**src/rtl/flash_pp_pkg.sv**
```systemverilog
// Shared encodings for the parallel-programming controller: commands, XA codes, FSM states, bank selects.
// Pure declarations; no timing or flow control of its own.
package flash_pp_pkg;

   localparam logic [7:0] CMD_NOP        = 8'h00;
   localparam logic [7:0] CMD_CHIP_ERASE = 8'h80;
   localparam logic [7:0] CMD_WRITE      = 8'h10;
   localparam logic [7:0] CMD_READ       = 8'h02;

   localparam logic [1:0] XA_ADDR = 2'b00;
   localparam logic [1:0] XA_DATA = 2'b01;
   localparam logic [1:0] XA_CMD  = 2'b10;

   localparam logic [1:0] BKSEL_IDLE = 2'b00;
   localparam logic [1:0] BKSEL_APP  = 2'b01;
   localparam logic [1:0] BKSEL_BOOT = 2'b10;
   localparam logic [1:0] BKSEL_PROG = 2'b11;

   typedef enum logic [2:0] {
      ST_IDLE,
      ST_WRITE_LOAD,
      ST_PAGE_ERASE,
      ST_PAGE_PROG,
      ST_CHIP_ERASE,
      ST_READ
   } state_e;

   function automatic logic cmd_known(input logic [7:0] c);
      return (c == CMD_NOP) || (c == CMD_CHIP_ERASE) || (c == CMD_WRITE) || (c == CMD_READ);
   endfunction

   // A zero duration still has to occupy one cycle so the FSM visibly passes through the state.
   function automatic int eff_cyc(input int c);
      return (c <= 0) ? 1 : c;
   endfunction

endpackage

```
**src/rtl/flash_pp_ctrl_edge_det.sv**
```systemverilog
// Single-edge detector: samples d each clk, edge_o = combinational edge against the sampled copy (same-cycle).
// No flow control; one pulse per transition.
module edge_det #(
   parameter bit FALL    = 1'b0,
   parameter bit RST_VAL = 1'b0
) (
   input  logic clk,
   input  logic rst_n,
   input  logic d,
   output logic edge_o
);

   logic d_q;

   always_ff @(posedge clk or negedge rst_n) begin
      if (!rst_n) d_q <= RST_VAL;
      else        d_q <= d;
   end

   assign edge_o = FALL ? (~d & d_q) : (d & ~d_q);

endmodule

```
**src/rtl/flash_pp_ctrl.sv**
```systemverilog
// Programming-pin decoder, page loader and erase/program sequencer with CPU fetch arbitration; 1-cycle register latency.
// No backpressure on the pins: strobes arriving while busy are dropped, CPU fetches into the busy section stall.
module flash_pp_ctrl
   import flash_pp_pkg::*;
#(
   parameter int ADDR_W         = 14,
   parameter int PAGE_WORDS     = 64,
   parameter int BOOT_MSBS      = 3,
   parameter int ERASE_CYC      = 100,
   parameter int PROG_CYC       = 100,
   parameter int CHIP_ERASE_CYC = 200
) (
   input  logic                          clk,
   input  logic                          rst_n,
   input  logic                          xtal1,
   input  logic [1:0]                    xa,
   input  logic                          bs1,
   input  logic                          wr_n,
   input  logic                          oe_n,
   input  logic [7:0]                    data_in,
   input  logic                          pc_rd,
   input  logic [ADDR_W-1:0]             pc,
   input  logic [15:0]                   mem_rdata,
   output logic                          rdy,
   output logic [7:0]                    data_out,
   output logic                          data_oe,
   output logic [ADDR_W-1:0]             mem_addr,
   output logic                          mem_rd,
   output logic                          pb_we,
   output logic [$clog2(PAGE_WORDS)-1:0] pb_idx,
   output logic [15:0]                   pb_wdata,
   output logic                          erase,
   output logic                          prog,
   output logic                          chip_erase,
   output logic [1:0]                    bksel,
   output logic                          cpu_stall
);

   localparam int PI_W    = $clog2(PAGE_WORDS);
   localparam int E_EFF   = eff_cyc(ERASE_CYC);
   localparam int P_EFF   = eff_cyc(PROG_CYC);
   localparam int C_EFF   = eff_cyc(CHIP_ERASE_CYC);
   localparam int EP_MAX  = (E_EFF > P_EFF) ? E_EFF : P_EFF;
   localparam int MAX_CYC = (EP_MAX > C_EFF) ? EP_MAX : C_EFF;
   localparam int TMR_W   = $clog2(MAX_CYC) + 1;

   localparam logic [TMR_W-1:0] E_LD = TMR_W'(E_EFF - 1);
   localparam logic [TMR_W-1:0] P_LD = TMR_W'(P_EFF - 1);
   localparam logic [TMR_W-1:0] C_LD = TMR_W'(C_EFF - 1);

   logic xtal_rise, wr_fall;

   edge_det #(.FALL(1'b0), .RST_VAL(1'b0)) u_xtal_edge (
      .clk(clk), .rst_n(rst_n), .d(xtal1), .edge_o(xtal_rise)
   );

   edge_det #(.FALL(1'b1), .RST_VAL(1'b1)) u_wr_edge (
      .clk(clk), .rst_n(rst_n), .d(wr_n), .edge_o(wr_fall)
   );

   state_e              state_q, state_d;
   logic [ADDR_W-1:0]   addr_q, addr_d, busy_addr_q, busy_addr_d, mem_addr_q, mem_addr_d;
   logic [7:0]          dlo_q, dlo_d, cmd_q, cmd_d;
   logic [TMR_W-1:0]    timer_q, timer_d;
   logic                rdy_q, rdy_d, erase_q, erase_d, prog_q, prog_d, chip_erase_q, chip_erase_d;
   logic                pb_we_q, pb_we_d, mem_rd_q, mem_rd_d, data_oe_q, data_oe_d;
   logic                rd_iss_q, rd_iss_d, cpu_stall_q, cpu_stall_d;
   logic [PI_W-1:0]     pb_idx_q, pb_idx_d;
   logic [15:0]         pb_wdata_q, pb_wdata_d;
   logic [1:0]          bksel_q, bksel_d;

   logic cmd_evt, busy_now, busy_d, rd_now, pc_boot, page_boot, same_sec;

   always_comb begin
      state_d     = state_q;
      addr_d      = addr_q;
      dlo_d       = dlo_q;
      cmd_d       = cmd_q;
      timer_d     = timer_q;
      busy_addr_d = busy_addr_q;
      pb_we_d     = 1'b0;
      pb_idx_d    = pb_idx_q;
      pb_wdata_d  = pb_wdata_q;
      cmd_evt     = 1'b0;
      busy_now    = (state_q == ST_PAGE_ERASE) || (state_q == ST_PAGE_PROG) ||
                    (state_q == ST_CHIP_ERASE);

      if (xtal_rise && !busy_now) begin
         unique case (xa)
            XA_ADDR: begin
               if (bs1) addr_d[ADDR_W-1:8] = data_in[ADDR_W-9:0];
               else     addr_d[7:0]        = data_in;
            end
            XA_DATA: begin
               if (!bs1) begin
                  dlo_d = data_in;
               end else if (state_q == ST_WRITE_LOAD && cmd_q == CMD_WRITE) begin
                  pb_we_d    = 1'b1;
                  pb_idx_d   = addr_q[PI_W-1:0];
                  pb_wdata_d = {data_in, dlo_q};
               end
            end
            XA_CMD: begin
               // A chip erase requested during a CPU fetch is dropped outright, not deferred.
               if (cmd_known(data_in) && !(data_in == CMD_CHIP_ERASE && pc_rd)) begin
                  cmd_d   = data_in;
                  cmd_evt = 1'b1;
               end
            end
            default: ;
         endcase
      end

      unique case (state_q)
         ST_IDLE: begin
            if (cmd_evt) begin
               if (cmd_d == CMD_WRITE) begin
                  state_d = ST_WRITE_LOAD;
               end else if (cmd_d == CMD_READ && !pc_rd) begin
                  state_d = ST_READ;
               end else if (cmd_d == CMD_CHIP_ERASE) begin
                  state_d = ST_CHIP_ERASE;
                  timer_d = C_LD;
               end
            end
         end
         ST_WRITE_LOAD: begin
            // addr_d so a same-cycle address load lands in the page being erased.
            if (wr_fall) begin
               state_d     = ST_PAGE_ERASE;
               timer_d     = E_LD;
               busy_addr_d = addr_d;
            end else if (cmd_evt && cmd_d == CMD_NOP) begin
               state_d = ST_IDLE;
            end
         end
         ST_PAGE_ERASE: begin
            if (timer_q == '0) begin
               state_d = ST_PAGE_PROG;
               timer_d = P_LD;
            end else begin
               timer_d = timer_q - TMR_W'(1);
            end
         end
         ST_PAGE_PROG: begin
            if (timer_q == '0) state_d = ST_WRITE_LOAD;
            else               timer_d = timer_q - TMR_W'(1);
         end
         ST_CHIP_ERASE: begin
            if (timer_q == '0) state_d = ST_IDLE;
            else               timer_d = timer_q - TMR_W'(1);
         end
         ST_READ: begin
            if (cmd_evt && cmd_d == CMD_NOP) state_d = ST_IDLE;
         end
         default: state_d = ST_IDLE;
      endcase

      busy_d       = (state_d == ST_PAGE_ERASE) || (state_d == ST_PAGE_PROG) ||
                     (state_d == ST_CHIP_ERASE);
      rdy_d        = !busy_d;
      erase_d      = (state_d == ST_PAGE_ERASE);
      prog_d       = (state_d == ST_PAGE_PROG);
      chip_erase_d = (state_d == ST_CHIP_ERASE);

      pc_boot   = &pc[ADDR_W-1 -: BOOT_MSBS];
      page_boot = &busy_addr_d[ADDR_W-1 -: BOOT_MSBS];
      same_sec  = (state_d == ST_CHIP_ERASE) || (pc_boot == page_boot);
      rd_now    = (state_q == ST_READ) && !oe_n && !pc_rd;

      bksel_d     = BKSEL_IDLE;
      cpu_stall_d = 1'b0;
      mem_rd_d    = 1'b0;
      mem_addr_d  = mem_addr_q;
      if (busy_d) begin
         if (pc_rd && !same_sec) begin
            bksel_d    = pc_boot ? BKSEL_BOOT : BKSEL_APP;
            mem_rd_d   = 1'b1;
            mem_addr_d = pc;
         end else begin
            bksel_d     = BKSEL_PROG;
            cpu_stall_d = pc_rd;
            mem_addr_d  = busy_addr_d;
         end
      end else if (pc_rd) begin
         mem_rd_d   = 1'b1;
         mem_addr_d = pc;
      end else if (rd_now) begin
         mem_rd_d   = 1'b1;
         mem_addr_d = addr_d;
      end

      // Data is presented only for a read issued last cycle and still enabled now.
      rd_iss_d  = rd_now;
      data_oe_d = rd_iss_q && rd_now;
   end

   always_ff @(posedge clk or negedge rst_n) begin
      if (!rst_n) begin
         state_q      <= ST_IDLE;
         addr_q       <= '0;
         dlo_q        <= '0;
         cmd_q        <= CMD_NOP;
         timer_q      <= '0;
         busy_addr_q  <= '0;
         rdy_q        <= 1'b1;
         erase_q      <= 1'b0;
         prog_q       <= 1'b0;
         chip_erase_q <= 1'b0;
         pb_we_q      <= 1'b0;
         pb_idx_q     <= '0;
         pb_wdata_q   <= '0;
         mem_rd_q     <= 1'b0;
         mem_addr_q   <= '0;
         rd_iss_q     <= 1'b0;
         data_oe_q    <= 1'b0;
         bksel_q      <= BKSEL_IDLE;
         cpu_stall_q  <= 1'b0;
      end else begin
         state_q      <= state_d;
         addr_q       <= addr_d;
         dlo_q        <= dlo_d;
         cmd_q        <= cmd_d;
         timer_q      <= timer_d;
         busy_addr_q  <= busy_addr_d;
         rdy_q        <= rdy_d;
         erase_q      <= erase_d;
         prog_q       <= prog_d;
         chip_erase_q <= chip_erase_d;
         pb_we_q      <= pb_we_d;
         pb_idx_q     <= pb_idx_d;
         pb_wdata_q   <= pb_wdata_d;
         mem_rd_q     <= mem_rd_d;
         mem_addr_q   <= mem_addr_d;
         rd_iss_q     <= rd_iss_d;
         data_oe_q    <= data_oe_d;
         bksel_q      <= bksel_d;
         cpu_stall_q  <= cpu_stall_d;
      end
   end

   assign rdy        = rdy_q;
   assign erase      = erase_q;
   assign prog       = prog_q;
   assign chip_erase = chip_erase_q;
   assign pb_we      = pb_we_q;
   assign pb_idx     = pb_idx_q;
   assign pb_wdata   = pb_wdata_q;
   assign mem_rd     = mem_rd_q;
   assign mem_addr   = mem_addr_q;
   assign data_oe    = data_oe_q;
   assign bksel      = bksel_q;
   assign cpu_stall  = cpu_stall_q;
   // The array returns data the cycle after mem_rd, so the byte mux sits after the flop.
   assign data_out   = data_oe_q ? (bs1 ? mem_rdata[15:8] : mem_rdata[7:0]) : 8'h00;

endmodule
```
**config.mk**
```make
export PLATFORM = sky130hd
export DESIGN_NAME = flash_pp_ctrl
export DESIGN_NICKNAME = d
export VERILOG_FILES = /design/src/rtl/flash_pp_pkg.sv /design/src/rtl/flash_pp_ctrl_edge_det.sv /design/src/rtl/flash_pp_ctrl.sv
export SDC_FILE = /design/constraint.sdc
export NUM_CORES = 1
export LEC_CHECK = 0
export ABC_AREA = 0
export BUFFER_PORTS_ARGS = -buffer_cell sky130_fd_sc_hd__buf_2
export CAP_MARGIN = 5
export CORE_MARGIN = 5
export CORE_UTILIZATION = 35
export DETAILED_ROUTE_END_ITERATION = 7
export SYNTH_ARGS = -nofsm -noshare
export SYNTH_HDL_FRONTEND = slang
export SYNTH_SLANG_ARGS = --single-unit
```
**constraint.sdc**
```tcl
create_clock -name clk -period 3.3 [get_ports clk]
set_input_delay 0.66 -clock clk [delete_from_list [all_inputs] [get_ports clk]]
set_output_delay 0.66 -clock clk [all_outputs]
set_load 0.03 [all_outputs]
```
==> insert_results.sql, run 1 <==
INSERT INTO impl_metrics (metric_group, metric, value, unit) VALUES
('floorplan', 'placement_rows', '44', ''),
('sta', 'final_hold_violations', '0', ''),
('yosys', 'synth_edf_count', '0', ''),
('floorplan', 'design.die.area', '17200', 'sq um'),
('sta', 'final_worst_path_setup_slack', '0.438', 'ns'),
('yosys', 'synth_largest_area_cell', 'sky130_fd_sc_hd__dfrtp_1', ''),
('detailed_routing', 'post-route-drc-count', '0', ''),
('setup_path', 'path_class', 'register to register', ''),
('floorplan', 'chipWidth', '131', 'um'),
('yosys', 'yosys_most_used_dff', 'sky130_fd_sc_hd__dfrtp_1', ''),
('sta', 'setup_total_negative_slack', '0', 'ns'),
('clocking', 'worstSkewPairLatency', '0.35', 'ns'),
('detailed_routing', 'num_vias', '3800', ''),
('power', 'internal-power', '2.90', 'mW'),
('detailed_routing', 'drt-total-wl', '12.6', 'mm'),
('setup_path', 'required', '3.58', 'ns'),
('detailed_routing', 'drt-wirelength-per-cell', '17.2', 'um'),
('power', 'sequentialPowerShare', '40.8', '%'),
('sta', 'slew-limit-headroom', '33.6', '%'),
('final_layout', 'areaGrowthSynthToFinish', '18.3', '%'),
('yosys', 'synthesis.nets', '500', ''),
('clocking', 'cts_root_buf', 'sky130_fd_sc_hd__clkbuf_16', ''),
('power', 'vdd_drop_max', '0.000312', 'V'),
('clocking', 'htree_num_levels', '3', ''),
('sta', 'report.final.setup_viol', '0', ''),
('final_layout', 'diodes', '0', ''),
('clocking', 'postCtsHoldBufs', '0', ''),
('sta', 'grt_setup_unrepaired', 'false', ''),
('floorplan', 'initial_utilization', '35.4', '%'),
('placement', 'gp_congestion', '0.831', ''),
('setup_path', 'critical_path_arrival', '3.14', 'ns'),
('floorplan', 'floorplan.core_area', '14500', 'sq um'),
('power', 'clock_power_share', '24.4', '%'),
('run', 'maxCapViolations', '0', ''),
('clocking', 'cts_post_setup_buffers_inserted', '0', ''),
('setup_path', 'setup.worst_path.start_class', 'register', ''),
('global_routing', 'grt_start_max_net_pins', '79', ''),
('power', 'net_switching_fraction_of_the_power', '36.6', '%'),
('clocking', 'tritoncts.num_buffers', '9', ''),
('yosys', 'ys_warn_count', '0', ''),
('yosys', 'synth_async_sr_flop_share', '100', '%'),
('global_routing', 'overflow', '0', ''),
('global_routing', 'vias_in_the_first_global_route', '3996', ''),
('floorplan', 'die_h', '131', 'um'),
('placement', 'post-dp-hpwl', '9.38', 'mm'),
('detailed_routing', 'first_iter_violations', '179', ''),
('detailed_routing', 'postRouteAntennaNets', '0', ''),
('global_routing', 'grt_first_pass_wirelength', '20.5', 'mm'),
('floorplan', 'pin_count', '101', ''),
('run_status', 'run_status', 'finished clean', ''),
('placement', 'port_buffers', '100', ''),
('clocking', 'num_clock_sinks', '105', ''),
('sta', 'fin_crit_sh', '86.7', '%'),
('yosys', 'mappedNetlistArea', '5130', 'sq um'),
('yosys', 'netlist-cell-type-count', '72', ''),
('power', 'comb_power_share', '34.8', '%'),
('clocking', 'cts_tree', 'built', ''),
('yosys', 'synth_seq_cells', '105', ''),
('clocking', 'cts-root-to-sink-buffers', '2', ''),
('global_routing', 'grt_antenna_before_repair', '0', ''),
('power', 'power.switching', '1.68', 'mW'),
('final_layout', 'post_route_cells_drive_above_1_share', '30.8', '%'),
('setup_path', 'critPathCaptureType', 'register', ''),
('yosys', 'synthCells', '452', ''),
('yosys', 'synth.avg_cell_area', '11.4', 'sq um'),
('power', 'power_per_cell_area', '755', 'nW/um^2'),
('sta', 'max_slew.worst_pin.slew', '0.996', 'ns'),
('yosys', 'synth_top_cell_area_share', '50.2', '%'),
('final_layout', 'final.fill_count', '1436', ''),
('sta', 'clock-skew-final', '0.00801', 'ns'),
('clocking', 'post_cts_resize_count', '0', ''),
('setup_path', 'critPathMaxFanout', '16', ''),
('sta', 'final.min_clock_period', '2.86', 'ns'),
('min_path', 'worstHoldPathType', 'input pin to register', ''),
('detailed_routing', 'vias_per_cell', '5.19', ''),
('global_routing', 'grt_use_total', '15.1', '%'),
('clocking', 'register_clock_pin_slew_on_the_reported_worst_setup_and_hold_paths', '0.07', 'ns'),
('yosys', 'synth.yosys.seq_area_share', '51.3', '%'),
('final_layout', 'layout.nets', '592', ''),
('sta', 'fmax', '349', 'MHz'),
('sta', 'timing_max_transition_violations_final', '0', ''),
('placement', 'dp_slack', '0.201', 'ns'),
('yosys', 'synth_area_leaders', 'sky130_fd_sc_hd__dfrtp_1 (50%), sky130_fd_sc_hd__mux2_1 (4.6%), sky130_fd_sc_hd__mux2i_1 (3.5%)', ''),
('power', 'leakagePower', '3.05', 'nW'),
('detailed_routing', 'firstDrtPassIters', '4', '');
-- area by class of cell --
class,count,area (sq um),share of cell area (%)
Clock inverter,5,81.3,1.34
Clock buffer,10,229,3.77
Timing Repair Buffer,109,571,9.40
Tap cell,184,230,3.79
Multi-Input combinational cell,296,2240,37.0
Inverter,23,86.3,1.42
Sequential cell,105,2630,43.3
-- sequential cells by signal, indices dropped and copies added (netlist names), 2 cells and up --
register     count
pb_wdata        16
addr_q          14
busy_addr_q     14
mem_addr        14
timer_q          9
cmd_q            8
dlo_q            8
pb_idx           6
state_q          3
bksel            2
-- power groups by stage --
stage	Combinational (mW)	Sequential, mW	Clock, mW
6_report	1.59	1.87	1.12
5_1_grt	1.74	1.92	1.20
3_3_place_gp	1.57	1.88	0
2_1_floorplan	0.972	2.08	0
4_1_cts	1.61	1.87	1.15
3_5_place_dp	1.61	1.90	0
-- synth_stat cells, types with 7 or more instances --
cell type	instances
sky130_fd_sc_hd__dfrtp_1	103
sky130_fd_sc_hd__nand2_1	33
sky130_fd_sc_hd__nor2b_1	19
sky130_fd_sc_hd__buf_2	7
sky130_fd_sc_hd__mux2_1	21
sky130_fd_sc_hd__a32oi_1	11
sky130_fd_sc_hd__nand3_1	7
sky130_fd_sc_hd__mux2_2	10
sky130_fd_sc_hd__mux2i_1	18
sky130_fd_sc_hd__o21ai_0	31
sky130_fd_sc_hd__inv_1	22
sky130_fd_sc_hd__clkbuf_1	13
sky130_fd_sc_hd__a21oi_1	12
sky130_fd_sc_hd__nor2_1	21
-- cells by family (layout without fill, tap and decap cells) --
family,count (synthesis),in the layout,synth area share [%]
xor+xnor,2,2,0.341
flops,105,105,51.3
simple gates,132,132,15.4
fa+ha+maj,1,1,0.244
compound gates,110,110,16.7
mux,51,51,11.0
buf+inv,51,147,5.00
-- worst paths after layout --
| check | start | to | slack (ns) | depth (start not counted) |
|---|---|---|---|---|
| max | state_q[2] | mem_addr[1] | 0.44 | 7 |
| max reg2reg | state_q[2] | mem_addr[1] | 0.44 | 7 |
| max in group asynchronous | rst_n | pb_idx[4] | 2.02 | 2 |
| min reg2reg | dlo_q[1] | dlo_q[1] | 0.48 | 2 |
| min in group asynchronous | rst_n | timer_q[3] | 0.47 | 1 |
| min | wr_n | u_wr_edge.d_q | 0.44 | 1 |
-- critical path, cell delays in order (launching register included) --
cell	delay [ns]
sky130_fd_sc_hd__dfrtp_1	0.60
sky130_fd_sc_hd__nor3b_4	0.50
sky130_fd_sc_hd__o41ai_2	0.16
sky130_fd_sc_hd__a31oi_1	0.31
sky130_fd_sc_hd__and3_4	0.29
sky130_fd_sc_hd__mux2i_4	0.52
sky130_fd_sc_hd__a32oi_1	0.22
sky130_fd_sc_hd__a2bb2oi_2	0.18
-- placed cells by master (no fill, tap or decap), types with 5 or more instances in the layout --
cell,count
sky130_fd_sc_hd__a21oi_1,12
sky130_fd_sc_hd__a22o_1,5
sky130_fd_sc_hd__a2bb2oi_1,6
sky130_fd_sc_hd__a2bb2oi_2,6
sky130_fd_sc_hd__a31oi_1,5
sky130_fd_sc_hd__a32oi_1,11
sky130_fd_sc_hd__buf_2,99
sky130_fd_sc_hd__buf_4,10
sky130_fd_sc_hd__clkbuf_16,9
sky130_fd_sc_hd__dfrtp_1,103
sky130_fd_sc_hd__inv_1,22
sky130_fd_sc_hd__mux2_1,21
sky130_fd_sc_hd__mux2_2,10
sky130_fd_sc_hd__mux2i_1,18
sky130_fd_sc_hd__nand2_1,33
sky130_fd_sc_hd__nand2b_1,5
sky130_fd_sc_hd__nand3_1,7
sky130_fd_sc_hd__nor2_1,21
sky130_fd_sc_hd__nor2b_1,19
sky130_fd_sc_hd__o21ai_0,31
sky130_fd_sc_hd__o21ai_1,6
-- through the flow --
stage                     std cells  util [%]  area [sq um]  total power [mW]  hold slack, ns
final                           732      41.9          6070              4.58           0.441
after global routing            732      41.9          6070              4.86           0.421
after CTS                       732      41.9          6070              4.64           0.423
after detailed placement        717      39.8          5760              3.51           0.472
after global placement          717      39.8          5760              3.44           0.464
after floorplan                 452         -          5130              3.05           0.364
-- metal layers --
layer  share of wire (%)  track usage (%)  routed length (um)
met1                  45             19.8                5620
met2                  49             25.4                6170
met3                 5.8             4.05                 736
met4                0.45             2.84                  56
met5                   0                0                   0
No activity file was read; power rests on OpenSTA's default activity.
==> inputs of run 2 (changes only) <==
- RECOVER_POWER: unset -> 50
==> run 2 against run 1 <==
The run now ends with max-capacitance violations, max-slew violations left. Core utilization is 0.30 points lower. Cell count did not move. Design area shrank 0.72%. Register-to-register slack about the same. Setup slack worse by 0.0097 ns. Sequential share of layout area grew 0.31 points. Critical path depth is the same. Critical endpoint unchanged. Largest cell class unchanged.
==> insert_results.sql, run 2 (synthesis results as in run 1) <==
INSERT INTO impl_metrics (metric_group, metric, value, unit) VALUES
('sta', 'final_worst_path_setup_slack', '0.428', 'ns'),
('global_routing', 'grt_first_pass_wirelength', '20.5', 'mm'),
('sta', 'slew-limit-headroom', '-29.8', '%'),
('setup_path', 'path_class', 'register to register', ''),
('setup_path', 'required', '3.57', 'ns'),
('placement', 'port_buffers', '100', ''),
('sta', 'grt_setup_unrepaired', 'false', ''),
('run_status', 'violated_checks', 'max-capacitance violations, max-slew violations', ''),
('clocking', 'post_cts_resize_count', '0', ''),
('final_layout', 'final.fill_count', '1435', ''),
('power', 'leakagePower', '2.94', 'nW'),
('setup_path', 'timing.critical_path.from', 'state_q[2]', ''),
('global_routing', 'overflow', '0', ''),
('floorplan', 'chipWidth', '131', 'um'),
('detailed_routing', 'drt-total-wl', '12.6', 'mm'),
('detailed_routing', 'post-route-drc-count', '0', ''),
('sta', 'final.min_clock_period', '2.87', 'ns'),
('sta', 'fin_crit_sh', '87.0', '%'),
('clocking', 'tritoncts.num_buffers', '9', ''),
('final_layout', 'post_route_cells_drive_above_1_share', '25.5', '%'),
('placement', 'dp_slack', '0.201', 'ns'),
('detailed_routing', 'num_vias', '3825', ''),
('clocking', 'num_clock_sinks', '105', ''),
('sta', 'report.final.setup_viol', '0', ''),
('min_path', 'hold_start', 'wr_n', ''),
('sta', 'max_slew.worst_pin.slew', '1.95', 'ns'),
('floorplan', 'die_h', '131', 'um'),
('floorplan', 'initial_utilization', '35.4', '%'),
('final_layout', 'diodes', '0', ''),
('clocking', 'cts_tree', 'built', ''),
('setup_path', 'reg2reg_slack', '0.43', 'ns'),
('final_layout', 'layout_common_cells', 'sky130_fd_sc_hd__dfrtp_1 (103), sky130_fd_sc_hd__buf_2 (72), sky130_fd_sc_hd__nand2_1 (33), sky130_fd_sc_hd__o21ai_0 (31), sky130_fd_sc_hd__clkbuf_1 (30)', ''),
('floorplan', 'design.die.area', '17200', 'sq um'),
('clocking', 'cts_root_buf', 'sky130_fd_sc_hd__clkbuf_16', ''),
('setup_path', 'ff2ff_path_depth', '7', ''),
('power', 'power_per_cell_area', '756', 'nW/um^2'),
('placement', 'post-dp-hpwl', '9.38', 'mm'),
('detailed_routing', 'drt-wirelength-per-cell', '17.2', 'um'),
('clocking', 'worstSkewPairLatency', '0.34', 'ns'),
('setup_path', 'critical_path_arrival', '3.14', 'ns'),
('sta', 'timing_max_transition_violations_final', '79', ''),
('final_layout', 'layout.cells.most_common', 'sky130_fd_sc_hd__dfrtp_1', ''),
('detailed_routing', 'firstDrtPassIters', '4', ''),
('detailed_routing', 'first_iter_violations', '170', ''),
('detailed_routing', 'postRouteAntennaNets', '0', ''),
('run_status', 'run_status', 'complete, but fails checks', ''),
('power', 'power.total', '4.56', 'mW'),
('clocking', 'postCtsHoldBufs', '0', ''),
('clocking', 'htree_num_levels', '3', ''),
('setup_path', 'critPathCaptureType', 'register', ''),
('detailed_routing', 'vias_per_cell', '5.23', ''),
('global_routing', 'vias_in_the_first_global_route', '3996', ''),
('sta', 'final_hold_violations', '0', ''),
('global_routing', 'grt_antenna_before_repair', '0', ''),
('global_routing', 'grt_use_total', '15.1', '%'),
('global_routing', 'grt_start_max_net_pins', '79', ''),
('setup_path', 'crit-reg2reg-capture', 'mem_addr[1]', ''),
('setup_path', 'critPathMaxFanout', '16', ''),
('final_layout', 'flip_flop_count_of_the_largest_register_after_layout', '16', ''),
('min_path', 'worst_hold_path.num_cells', '1', ''),
('power', 'vdd_drop_max', '0.000313', 'V'),
('placement', 'gp_congestion', '0.831', ''),
('setup_path', 'worst_r2r_startpoint', 'state_q[2]', ''),
('sta', 'setup_total_negative_slack', '0', 'ns'),
('clocking', 'cts_post_setup_buffers_inserted', '0', ''),
('min_path', 'worstHoldPathType', 'input pin to register', ''),
('sta', 'clock-skew-final', '0.00551', 'ns'),
('sta', 'fmax', '348', 'MHz'),
('run', 'maxCapViolations', '1', ''),
('clocking', 'register_clock_pin_slew_on_the_reported_worst_setup_and_hold_paths', '0.07', 'ns'),
('floorplan', 'placement_rows', '44', ''),
('floorplan', 'floorplan.core_area', '14500', 'sq um'),
('final_layout', 'layout.nets', '592', ''),
('floorplan', 'pin_count', '101', ''),
('final_layout', 'areaGrowthSynthToFinish', '17.5', '%'),
('setup_path', 'setup.worst_path.start_class', 'register', ''),
('min_path', 'min_delay_worst_endpoint', 'u_wr_edge.d_q', ''),
('clocking', 'cts-root-to-sink-buffers', '2', '');
-- run 2: per-layer routing --
layer | GRT usage [%] | routed length [um]
met5 | 0 | 0
met4 | 2.84 | 54
met3 | 4.05 | 676
met2 | 25.4 | 6260
met1 | 19.8 | 5610
-- run 2: worst max-delay path, stage by stage (launching register included) --
cell	delay, ns
sky130_fd_sc_hd__dfrtp_1	0.60
sky130_fd_sc_hd__nor3b_4	0.50
sky130_fd_sc_hd__o41ai_2	0.16
sky130_fd_sc_hd__a31oi_1	0.30
sky130_fd_sc_hd__and3_4	0.29
sky130_fd_sc_hd__mux2i_4	0.53
sky130_fd_sc_hd__a32oi_1	0.22
sky130_fd_sc_hd__a2bb2oi_2	0.18
-- run 2: how the worst max path moves through the flow --
stage               slack (ns)  cells after the start      endpoint
floorplan                 0.72                      9  mem_addr[10]
global placement          0.35                      8   mem_addr[3]
detailed placement        0.20                      8   mem_addr[1]
CTS                       0.43                      7   mem_addr[1]
global route              0.25                      7   mem_addr[0]
finish                    0.43                      7   mem_addr[1]
-- run 2: layout make-up --
type / count / area, sq um / area share, %
Multi-Input combinational cell: 296 / 2240 / 37.2
Clock buffer: 10 / 229 / 3.80
Tap cell: 184 / 230 / 3.82
Sequential cell: 105 / 2630 / 43.6
Timing Repair Buffer: 109 / 527 / 8.74
Inverter: 23 / 86.3 / 1.43
Clock inverter: 5 / 81.3 / 1.35
-- run 2: power by group --
group	switching, mW	total [mW]	internal [mW]
Clock	0.453	1.11	0.661
Combinational	1.01	1.57	0.564
Sequential	0.215	1.87	1.66
-- run 2: stage by stage --
stage / util [%] / instances / hold slack [ns] / area (sq um)
global route: 41.6 / 732 / 0.419 / 6030
finish: 41.6 / 732 / 0.438 / 6030
detailed placement: 39.8 / 717 / 0.472 / 5760
CTS: 41.9 / 732 / 0.423 / 6070
floorplan: - / 452 / 0.364 / 5130
global placement: 39.8 / 717 / 0.464 / 5760
==> inputs of run 3 (changes only) <==
- BUFFER_PORTS_ARGS: -buffer_cell sky130_fd_sc_hd__buf_2 -> unset
- DONT_BUFFER_PORTS: unset -> 1
==> run 3 against run 2 <==
The flow still finishes with violations (max-capacitance violations, max-slew violations). Cell count is 14% lower. Wire length is 4.3% lower. Design area is 8.5% lower. Critical path depth is 1 higher. Global-route usage is 0.49 points lower. Die area stayed put. Total power is 5.9% lower. Clock power is 8% lower. Flip-flop and latch count stayed put. Core utilization is 3.6 points lower. Clock skew is 0.0011 ns higher. Critical path type unchanged.
==> insert_results.sql, run 3 (synthesis results as in run 1) <==
INSERT INTO impl_metrics (metric_group, metric, value, unit) VALUES
('run_status', 'run_status', 'complete, but fails checks', ''),
('run_status', 'violated_checks', 'max-capacitance violations, max-slew violations', ''),
('global_routing', 'vias_in_the_first_global_route', '3427', ''),
('final_layout', 'flip_flop_count_of_the_largest_register_after_layout', '16', ''),
('setup_path', 'buffers_and_inverters_on_the_worst_path', '1', ''),
('final_layout', 'layout_common_cells', 'sky130_fd_sc_hd__dfrtp_1 (103), sky130_fd_sc_hd__nand2_1 (33), sky130_fd_sc_hd__o21ai_0 (31), sky130_fd_sc_hd__inv_1 (22)', ''),
('sta', 'fmax', '343', 'MHz'),
('global_routing', 'overflow', '0', ''),
('floorplan', 'placement_rows', '44', ''),
('sta', 'slew-limit-headroom', '-69.4', '%'),
('floorplan', 'chipWidth', '131', 'um'),
('placement', 'port_buffers', '0', ''),
('setup_path', 'cpLargestDelayFamily', 'simple AND/OR/NAND/NOR gates', ''),
('placement', 'dp_slack', '0.448', 'ns'),
('clocking', 'cts-root-to-sink-buffers', '2', ''),
('detailed_routing', 'post-route-drc-count', '0', ''),
('sta', 'final_worst_path_setup_slack', '0.387', 'ns'),
('final_layout', 'diodes', '0', ''),
('detailed_routing', 'first_iter_violations', '216', ''),
('floorplan', 'initial_utilization', '35.4', '%'),
('sta', 'final.min_clock_period', '2.91', 'ns'),
('global_routing', 'grt_antenna_before_repair', '0', ''),
('detailed_routing', 'postRouteAntennaNets', '0', ''),
('floorplan', 'design.die.area', '17200', 'sq um'),
('clocking', 'register_clock_pin_slew_on_the_reported_worst_setup_and_hold_paths', '0.07', 'ns'),
('sta', 'fin_crit_sh', '88.3', '%'),
('detailed_routing', 'num_vias', '3424', ''),
('placement', 'post-dp-hpwl', '8.74', 'mm'),
('sta', 'max_slew.worst_pin.slew', '2.54', 'ns'),
('power', 'power.total', '4.29', 'mW'),
('setup_path', 'setup.worst_path.start_class', 'register', ''),
('sta', 'clock-skew-final', '0.00665', 'ns'),
('sta', 'timing_max_transition_violations_final', '104', ''),
('setup_path', 'reg2reg_slack', '0.39', 'ns'),
('clocking', 'tritoncts.num_buffers', '9', ''),
('floorplan', 'floorplan.core_area', '14500', 'sq um'),
('setup_path', 'worst_r2r_startpoint', 'state_q[1]', ''),
('power', 'vdd_drop_max', '0.000441', 'V'),
('global_routing', 'grt_start_max_net_pins', '104', ''),
('detailed_routing', 'drt-total-wl', '12.1', 'mm'),
('detailed_routing', 'vias_per_cell', '5.43', ''),
('clocking', 'num_clock_sinks', '105', ''),
('final_layout', 'post_route_cells_drive_above_1_share', '15.2', '%'),
('power', 'power_per_cell_area', '777', 'nW/um^2'),
('setup_path', 'required', '3.57', 'ns'),
('detailed_routing', 'drt-wirelength-per-cell', '19.1', 'um'),
('sta', 'setup_total_negative_slack', '0', 'ns'),
('setup_path', 'critical_path.slowest_cell', 'sky130_fd_sc_hd__nor2b_1', ''),
('floorplan', 'pin_count', '101', ''),
('setup_path', 'path_class', 'register to register', ''),
('sta', 'grt_setup_unrepaired', 'false', ''),
('setup_path', 'critical_path_arrival', '3.18', 'ns'),
('setup_path', 'cp_cell_sequence', 'nor2b_1 -> nor3_2 -> and4b_1 -> or3_1 -> a311oi_4 -> buf_4 -> a32oi_1 -> a2bb2oi_1', ''),
('clocking', 'post_cts_resize_count', '0', ''),
('final_layout', 'layout.nets', '489', ''),
('global_routing', 'grt_use_total', '14.6', '%'),
('final_layout', 'finalInstanceArea', '5510', 'sq um'),
('sta', 'report.final.setup_viol', '0', ''),
('clocking', 'cts_root_buf', 'sky130_fd_sc_hd__clkbuf_16', ''),
('min_path', 'worstHoldPathType', 'input pin to asynchronous set/reset pin', ''),
('setup_path', 'crit-reg2reg-capture', 'mem_addr[8]', ''),
('setup_path', 'critical_path.max_stage_delay', '0.64', 'ns'),
('setup_path', 'critPathCaptureType', 'register', ''),
('global_routing', 'grt_first_pass_wirelength', '19.3', 'mm'),
('sta', 'final_hold_violations', '0', ''),
('final_layout', 'layout.cells.most_common', 'sky130_fd_sc_hd__dfrtp_1', ''),
('placement', 'dpl-instance-area', '5230', 'sq um'),
('setup_path', 'ff2ff_path_depth', '8', ''),
('clocking', 'worstSkewPairLatency', '0.35', 'ns'),
('run', 'maxCapViolations', '1', ''),
('floorplan', 'die_h', '131', 'um'),
('placement', 'gp_congestion', '0.859', ''),
('clocking', 'htree_num_levels', '3', ''),
('final_layout', 'areaGrowthSynthToFinish', '7.46', '%'),
('power', 'leakagePower', '2.57', 'nW'),
('clocking', 'cts_tree', 'built', ''),
('setup_path', 'critPathMaxFanout', '11', ''),
('final_layout', 'final.fill_count', '1398', ''),
('detailed_routing', 'firstDrtPassIters', '4', '');
-- run 3: changes by cell type in the layout (fill, tap and decap cells not counted), sizes merged --
cell | before | now
buf | 79 | 5
bufinv | 2 | 0
clkbuf | 40 | 11
clkinv | 2 | 4
clkinvlp | 1 | 0
inv | 23 | 25
-- run 3: per-layer routing --
| metal | global-route usage, % | up-vias | part of all wire, % |
|---|---|---|---|
| met3 | 4.86 | 18 | 8.8 |
| met4 | 4.54 | 0 | 1.5 |
| met5 | 0 | - | 0 |
| met1 | 18.7 | 1689 | 41 |
| li1 | - | 1616 | - |
| met2 | 23.6 | 101 | 48 |
-- run 3: worst max-delay path by stage --
stage | start | end | depth (start not counted)
3_3_place_gp | state_q[2] | mem_addr[8] | 8
5_1_grt | rst_n | pb_idx[0] | 1
4_1_cts | state_q[1] | mem_addr[8] | 8
3_5_place_dp | state_q[1] | mem_addr[4] | 7
2_1_floorplan | data_in[1] | mem_addr[10] | 9
6_report | state_q[1] | mem_addr[8] | 8
-- run 3: worst register-to-register path, delay by kind of cell (launching register included) --
kind	cells	cell delay (ns)
buffers and inverters	1	0.26
DFF	1	0.54
AOI/OAI and AO/OA	3	0.59
and+or+nand+nor	4	1.45
-- run 3: stage by stage --
step | cells | hold WS [ns] | util (%)
floorplan | 452 | 0.364 | -
CTS | 630 | 0.137 | 38.2
global placement | 613 | 0.367 | 36.1
finish | 630 | 0.150 | 38.1
detailed placement | 613 | 0.367 | 36.1
global route | 630 | 0.129 | 38.1
-- run 3: final cells by class --
type / count / area, sq um / share of cell area, %
well taps: 184 / 230 / 4.18
inverters: 23 / 86.3 / 1.57
repair buffers: 6 / 42.5 / 0.771
clock inverters: 6 / 41.3 / 0.749
clock buffers: 10 / 239 / 4.33
multi-input cells: 296 / 2240 / 40.7
flip-flops and latches: 105 / 2630 / 47.7
-- run 3: what timing repair did --
item | CTS | global route
hold buffers | 1 | 0
setup buffers | 0 | 0
endpoints found under the hold margin | 103 | 0
-- run 3: power breakdown --
group	leakage, nW	total [mW]	internal (mW)	switching (mW)
Clock	0.143	1.02	0.535	0.484
Combinational	1.06	1.11	0.471	0.641
Sequential	1.37	2.15	1.65	0.501
